<file path="src/rtl/hazard_pkg.sv">
// Shared types, forwarding encodings and scoreboard compare helpers
// for the 5-stage pipeline hazard controller.
package hazard_pkg;

  typedef enum logic [1:0] {
    RUN    = 2'd0,
    FLUSH  = 2'd1,
    DRAIN  = 2'd2,
    HALTED = 2'd3
  } state_t;

  localparam logic [1:0] FWD_RF  = 2'b00;
  localparam logic [1:0] FWD_EX  = 2'b01;
  localparam logic [1:0] FWD_MEM = 2'b10;
  localparam logic [1:0] FWD_WB  = 2'b11;

  localparam logic [4:0] XZR = 5'd31;

  typedef struct packed {
    logic       valid;
    logic [4:0] rd;
    logic       regwrite;
    logic       memread;
  } sb_entry_t;

  localparam sb_entry_t SB_BUBBLE = '0;

  // XZR is hard-wired zero, so a write to it never produces a dependency.
  function automatic logic sb_match(input sb_entry_t e, input logic [4:0] r);
    return e.valid && e.regwrite && (e.rd == r) && (r != XZR);
  endfunction

  // Returns {load_use, fwd_sel}; the youngest producer wins.
  function automatic logic [2:0] fwd_pick(input sb_entry_t ex, input sb_entry_t mem,
                                          input sb_entry_t wb, input logic [4:0] r,
                                          input logic en);
    if (!en)               return {1'b0, FWD_RF};
    if (sb_match(ex, r))   return ex.memread ? {1'b1, FWD_RF} : {1'b0, FWD_EX};
    if (sb_match(mem, r))  return {1'b0, FWD_MEM};
    if (sb_match(wb, r))   return {1'b0, FWD_WB};
    return {1'b0, FWD_RF};
  endfunction

endpackage

</file>
<file path="src/rtl/hazard_ctrl_sb_entry.sv">
// One registered stage of the shadow scoreboard (EX, MEM or WB),
// cleared to a bubble by the asynchronous active-low reset.
module sb_entry
  import hazard_pkg::*;
(
  input  logic      i_clk,
  input  logic      i_rst_n,
  input  sb_entry_t i_d,
  output sb_entry_t o_q
);

  sb_entry_t r_q;

  always_ff @(posedge i_clk or negedge i_rst_n) begin
    if (!i_rst_n) r_q <= SB_BUBBLE;
    else          r_q <= i_d;
  end

  assign o_q = r_q;

endmodule

</file>
<file path="src/rtl/hazard_ctrl.sv">
// Pipeline hazard controller: shadow scoreboard of EX/MEM/WB driving
// operand forwarding, load-use stall, branch flush and drain/halt.
module hazard_ctrl
  import hazard_pkg::*;
#(
  parameter int FLUSH_CYCLES = 1
) (
  input  logic       i_clk,
  input  logic       i_rst_n,
  input  logic       i_issue_valid,
  input  logic [4:0] i_issue_rd,
  input  logic       i_issue_regwrite,
  input  logic       i_issue_memread,
  input  logic [4:0] i_rn_id,
  input  logic [4:0] i_rm_id,
  input  logic       i_use_rn,
  input  logic       i_use_rm,
  input  logic       i_branch_taken,
  input  logic       i_halt_req,
  output logic [1:0] o_fwd_a,
  output logic [1:0] o_fwd_b,
  output logic       o_stall,
  output logic       o_flush_ifid,
  output logic       o_halted
);

  localparam logic [2:0] CNT_LOAD = 3'(FLUSH_CYCLES - 1);

  state_t     r_state, w_state_next;
  logic [2:0] r_cnt, w_cnt_next;
  logic       w_stall, w_flush, w_issue_ok, w_load_use;
  logic [2:0] w_pick_a, w_pick_b;
  sb_entry_t  w_issue;
  sb_entry_t  w_sb_d [3];
  sb_entry_t  w_sb_q [3];

  // Index 0 = EX, 1 = MEM, 2 = WB; each stage feeds the next.
  genvar gi;
  generate
    for (gi = 0; gi < 3; gi++) begin : g_sb
      sb_entry u_sb (
        .i_clk   (i_clk),
        .i_rst_n (i_rst_n),
        .i_d     (w_sb_d[gi]),
        .o_q     (w_sb_q[gi])
      );
      if (gi > 0) begin : g_shift
        assign w_sb_d[gi] = w_sb_q[gi-1];
      end
    end
  endgenerate

  assign w_issue    = '{valid: 1'b1, rd: i_issue_rd, regwrite: i_issue_regwrite,
                        memread: i_issue_memread};
  assign w_issue_ok = i_issue_valid && !w_stall && !w_flush && (r_state == RUN);
  assign w_sb_d[0]  = w_issue_ok ? w_issue : SB_BUBBLE;

  assign w_pick_a   = fwd_pick(w_sb_q[0], w_sb_q[1], w_sb_q[2], i_rn_id, i_use_rn);
  assign w_pick_b   = fwd_pick(w_sb_q[0], w_sb_q[1], w_sb_q[2], i_rm_id, i_use_rm);
  assign w_load_use = w_pick_a[2] | w_pick_b[2];

  always_comb begin
    w_state_next = r_state;
    w_cnt_next   = r_cnt;
    w_flush      = 1'b0;
    w_stall      = 1'b0;
    case (r_state)
      RUN: begin
        if (i_halt_req) begin
          w_state_next = DRAIN;
          w_stall      = w_load_use;
        end else if (i_branch_taken) begin
          // The branch cycle itself is the first flush cycle.
          w_flush = 1'b1;
          if (FLUSH_CYCLES > 1) begin
            w_state_next = FLUSH;
            w_cnt_next   = CNT_LOAD;
          end
        end else begin
          w_stall = w_load_use;
        end
      end
      FLUSH: begin
        w_flush = 1'b1;
        if (i_halt_req) begin
          w_state_next = DRAIN;
          w_cnt_next   = 3'd0;
        end else if (i_branch_taken) begin
          w_cnt_next = CNT_LOAD;
        end else begin
          w_cnt_next = (r_cnt == 3'd0) ? 3'd0 : r_cnt - 3'd1;
          if (r_cnt <= 3'd1) w_state_next = RUN;
        end
      end
      DRAIN: begin
        // S_EX refills with a bubble, so empty EX and MEM means the next scoreboard is empty.
        if (!w_sb_q[0].valid && !w_sb_q[1].valid) w_state_next = HALTED;
      end
      HALTED: begin
        w_stall = 1'b1;
        if (!i_halt_req) w_state_next = RUN;
      end
      default: w_state_next = RUN;
    endcase
  end

  always_ff @(posedge i_clk or negedge i_rst_n) begin
    if (!i_rst_n) begin
      r_state <= RUN;
      r_cnt   <= 3'd0;
    end else begin
      r_state <= w_state_next;
      r_cnt   <= w_cnt_next;
    end
  end

  assign o_fwd_a      = w_pick_a[1:0];
  assign o_fwd_b      = w_pick_b[1:0];
  assign o_stall      = w_stall;
  assign o_flush_ifid = w_flush;
  assign o_halted     = (r_state == HALTED);

endmodule

</file>
<file path="config.mk">
export PLATFORM = sky130hd
export DESIGN_NAME = hazard_ctrl
export DESIGN_NICKNAME = d
export VERILOG_FILES = /design/src/rtl/hazard_pkg.sv /design/src/rtl/hazard_ctrl_sb_entry.sv /design/src/rtl/hazard_ctrl.sv
export SDC_FILE = /design/constraint.sdc
export NUM_CORES = 1
export LEC_CHECK = 0
export BUFFER_PORTS_ARGS = -buffer_cell sky130_fd_sc_hd__buf_2
export CORE_MARGIN = 3
export CORE_UTILIZATION = 58
export DETAILED_ROUTE_END_ITERATION = 16
export MAX_ROUTING_LAYER = met4
export PLACE_DENSITY = 0.93
export SYNTH_ARGS = -nofsm -noshare
export SYNTH_HDL_FRONTEND = slang
export SYNTH_SLANG_ARGS = --single-unit
</file>
<file path="constraint.sdc">
create_clock -name i_clk -period 4.06 [get_ports i_clk]
set_input_delay 1.015 -clock i_clk [delete_from_list [all_inputs] [get_ports i_clk]]
set_output_delay 1.015 -clock i_clk [all_outputs]
set_load 0.01 [all_outputs]
</file>
# [After elaboration in Yosys (flattened, before gate mapping)]
# Index checks and enable logic that the tools add are counted.
[word_totals] ff_bits=27 inputBits=24
[op_classes] n_addsub=1 n_lt_le_gt_ge=1 n_eq_ne=16 n_mux=52 n_bitwise=1 reduce_logical=26
[ops] op="$mux 3" count=20
[ops] op="$eq 5x5->1" count=6
[ops] op="$mux 1" count=22
[ops] op="$logic_and 1x1->1" count=19
[ops] op="$mux 2" count=6
[ops] op="$ne 5x5->1 const B" count=2
[ops] op="$mux 8" count=1
[ops] op="$pmux 2 s4" count=1
[ops] op="$ne 2x2->1 const B" count=3
[ops] op="$ne 3x3->1 const B" count=2
[ops] op="$reduce_and 5->1" count=1
[ops] op="$eq 2x2->1 const B" count=2
[ops] op="$logic_not 1->1" count=4
[ops] op="$pmux 1 s2" count=2
[ops] op="$le 3x1->1 const B" count=1
[ops] op="$logic_not 3->1" count=1
[ops] op="$sub 3x1->3 const B" count=1
[ops] op="$eq 2x1->1 const B" count=1
[ops] op="$logic_not 2->1" count=1
[ops] op="$or 1x1->1" count=1

# [Longest topological paths before layout]
[depth] ltp_word=23 depth_mapped=6 mapped_depth_nobuf=6

# [Modules after synthesis]
# A second synthesis with hierarchy kept.
[hier_totals] hier_cells=150 area_unflattened_um2=1592.8
[by_module_without_submodules] mod="hazard_ctrl" instances=1 cells_per_inst=126 area_each_um2=992.2
[by_module_without_submodules] mod="sb_entry" instances=3 cells_per_inst=8 area_each_um2=200.2

# [Worst setup path before layout]
# OpenSTA, ideal clock, no wires.
[synth_path] path_kind="input to output" start="in i_rn_id[4]" end="out o_fwd_a[0]" arrival_ps=2048 t_required_ps=3045 path_slack_ps=997 stages=5 n_path_buf=0 path_cell_list="and3_4 -> a211o_1 -> nor3_2 -> nor2_1 -> a32o_1"
[synth_between] elab_chain_len=11
[synth_rtl] item="start, declared" line="hazard_ctrl.sv:14" rtl="input logic [4:0] i_rn_id,"
[synth_rtl] item="$eq 5x5->1" line="hazard_pkg.sv:30" rtl="return e.valid && e.regwrite && (e.rd == r) && (r != XZR);"
[synth_rtl] item="$logic_and 1x1->1 (2 in a row)" line="hazard_pkg.sv:30"
[synth_rtl] item="$mux 1 (2 in a row)" line="hazard_pkg.sv:40" rtl="if (sb_match(wb, r)) return {1'b0, FWD_WB};"
[synth_rtl] item="$mux 1" line="hazard_pkg.sv:39" rtl="if (sb_match(mem, r)) return {1'b0, FWD_MEM};"
[synth_rtl] item="$mux 1" line="hazard_pkg.sv:38" rtl="if (sb_match(ex, r)) return ex.memread ? {1'b1, FWD_RF} : {1'b0, FWD_EX};"
[synth_rtl] item="$mux 3" line="hazard_pkg.sv:41" rtl="return {1'b0, FWD_RF};"
[synth_rtl] item="$mux 3" line="hazard_pkg.sv:40"
[synth_rtl] item="$mux 3 *" line="hazard_pkg.sv:39"
[synth_rtl] item="$mux 3 *" line="hazard_pkg.sv:38"
[synth_rtl] item="end, declared" line="hazard_ctrl.sv:20" rtl="output logic [1:0] o_fwd_a,"
# Mark *: on every way between the ends. The rest lies on a longest branch, timed or not. The select of a mux whose other input is x is not followed.

# [Worst setup path after layout]
# Same ends and word-level chain as after synthesis.

==> impl_results.md <==
* Final period util at 83.8%
* Minimum clock period at 3400 ps
* Setup Buffers After CTS at 0
* H-Tree Level Count at 1
* Internal power at 0.000506 W
* Port Buf Inserts at 30
* Drt pass-1 iters at 4
* Worst Setup Start Kind: input pin
* Sink Count at 27
* Leak Pwr at 0.846 nW
* Kind of critical path: input pin to output port
* RSZ-0062 raised after global routing: no
* Largest net degree at the start of global routing at 28
* Syn nets at 176
* Fraction of synthesized cell area in xor and xnor cells at 16.0%
* Combinational power share at 37.5%
* Post-Synthesis Cells at 145
* Synth warn at 0
* Core Box Area at 2500 sq um
* Post-synth EDFFs at 0
* Synthesized cell area at 1540 sq um
* Share of layout cells above drive strength 1 at 23.5%
* Clock Latency Late Sink at 310 ps
* Area Overhead vs Synth at 14.0%
* FP Rows at 18
* Drt via density at 5.86
* TritonCTS clock tree: built
* Placer Congestion at 0.926
* M2 GR Usage at 37.4%
* Total of max-cap violations at 0
* Worst slew margin at 61.6%
* Starting Density at 61.5%
* Via count at 1225
* Drt first-iter violations at 25
* Remaining DRCs at 0
* CP peak stage delay at 320 ps
* Global Route Usage Sum at 23.1%
* Type of the tightest min-delay check: flip-flop to flip-flop
* Post-cts gate resize count at 0
* Sw frac at 38.8%
* Critical path endpoint category: output port
* GRT overflow at 0
* Nets at 211
* Psw at 0.000321 W
* Peak VDD IR at 0.350 mV
* First-pass GRT wire length at 5760 um
* Grt met3 use at 3.39%
* DP Wirelength at 2830 um
* Run status: complete, no violations
* Ys flop type: dfrtp_1
* Crit-path most repeated cell: buf_2
* Die H at 57.5 um
* Top cells by area, synth: dfrtp_1 44%, xnor2_1 8.0%, xor2_1 8.0%
* FFs w/ async S/R, synth at 100%
* Arrival time at the worst endpoint at 2390 ps
* Top Usage Layer GRT: met2
* Final setup vio count at 0
* Adder-Cell Fraction of Synth Area at 5.70%
* Synth Area in Compound Gates at 12.4%
* Pwr Density at 472 nW/um^2
* Final Instance Area at 1750 sq um
* Yosys top cell by area: dfrtp_1
* Multi-input gate area at 823 sq um
* Clock skew at 2.43 ps
* Mux contribution to synthesized area at 0.651%
* Final hold vios at 0
* Fillers at 192
* Hold WS at 398 ps
* Clock share of power at 13.7%
* Post-route ant nets at 0
* Root buffer cell: clkbuf_4
* Clk slew on worst S/H paths at 140 ps
* Sequential Area at 676 sq um
* Final count of pins violating max slew at 0
* Top-count cell post-synth: dfrtp_1
* Die Wd at 57.5 um
* Post-Route WL at 3480 um
* Die area at 3300 sq um
* CTS buffer count at 3
* Count of hold-fix buffers inserted at cts at 0
* Synth top area share at 44.0%
* Register bit total from synthesis at 27
* Sequential area share after synthesis at 44.0%
* Required @ worst endpoint at 3040 ps
* Synth unique cells at 41
* Simple-gate portion of the synthesized area at 18.9%
* Setup TNS at 0 ps
* Fmax at 0.294 GHz
* Largest family of logic cells by synthesized area: simple AND/OR/NAND/NOR gates
* Flop pwr share at 48.9%
* Antenna Cells at 0
* Met1 Usage GRT at 29.0%
* Largest buffer count on any clock path at 2
* Post-placement cell area at 1720 sq um
* Drt wl/cell at 16.6 um
* Synth Area per Inst at 10.6 sq um
* Maximum fanout along the worst path at 4
* Final design utilization at 70.1%
* I/O pin total at 31
* Number of global-route vias before repair at 1278
* CP max stage cell: a211o_1
* CP Cell Sequence: buf_2 -> and3_4 -> a211o_1 -> nor3_2 -> nor2_1 -> a32o_1 -> buf_2
* Initial antenna violation count at 0
* Worst-Margin Slew at 577 ps
* Post-synth top cells: 27 x dfrtp_1, 14 x xnor2_1, 14 x xor2_1
## cell usage in the layout (no fill, tap or decap), types with 2 or more instances in the layout
cell type,count
a21oi_1,2
a211oi_1,2
nand4_1,4
nand3_1,4
ha_1,7
inv_1,8
and2_1,7
xnor2_1,14
dfrtp_1,27
xor2_1,14
clkbuf_4,3
nor4_1,5
nand2b_1,2
buf_2,30
nor3_1,3
nand2_1,9
o21ai_0,5
nor2_1,7
## worst paths after layout
check | startpoint | end | slack, ps | cells past startpoint
setup / recovery | i_rn_id[4] | o_fwd_a[0] | 660 | 7
hold / removal | g_sb[1].u_sb.o_q[1] | g_sb[2].u_sb.o_q[1] | 400 | 0
setup reg to reg | r_state[1] | r_state[1] | 2310 | 6
hold reg to reg | g_sb[1].u_sb.o_q[1] | g_sb[2].u_sb.o_q[1] | 400 | 0
max in group asynchronous | i_rst_n | r_cnt[2] | 3010 | 1
min in group asynchronous | i_rst_n | r_state[1] | 670 | 1
## layout make-up
cell class	instances	area share [%]
inverter	10	2.14
sequential	27	38.6
timing repair buffer	30	8.57
clock inverter	1	0.286
tap	30	2.14
multi-input combinational	108	47.0
clock buffer	3	1.29
## per-layer routing
metal / wire length (um) / part of all wire, %
met1: 1460 / 42
met2: 1750 / 50
met3: 200 / 5.7
met4: 73 / 2.1
met5: 0 / 0
## worst max-delay path: cells and delay by family
kind | cells | cell delay (ps)
AOI/OAI and AO/OA | 2 | 580
and+or+nand+nor | 3 | 510
buffers and inverters | 2 | 280
## cells by family (layout without fill, tap and decap cells)
| family | count (synthesis) | in the layout |
|---|---|---|
| AO/OA/AOI/OAI | 23 | 23 |
| XOR/XNOR | 28 | 28 |
| adder cells (fa/ha/maj) | 7 | 7 |
| buffers and inverters | 10 | 44 |
| flip-flops | 27 | 27 |
| multiplexers | 1 | 1 |
| AND/OR/NAND/NOR | 49 | 49 |
## sequential cells by signal, indices dropped and copies added (netlist names)
name           cells
g_sb.u_sb.o_q     22
r_cnt              3
r_state            2
## power groups by stage
stage | combinational, W | sequential, W | clock [W]
floorplan | 0.000224 | 0.000385 | 0
global placement | 0.000282 | 0.000399 | 0
detailed placement | 0.000308 | 0.000407 | 0
CTS | 0.000310 | 0.000401 | 0.000113
global route | 0.000345 | 0.000412 | 0.000130
finish | 0.000310 | 0.000404 | 0.000113
## metrics by stage
stage	total power, W	std cells	setup WS [ps]
final	0.000826	209	658
after global routing	0.000886	209	593
after CTS	0.000823	209	675
after detailed placement	0.000715	205	674
after global placement	0.000681	205	702
after floorplan	0.000608	145	997
No activity file was read; power rests on OpenSTA's default activity.
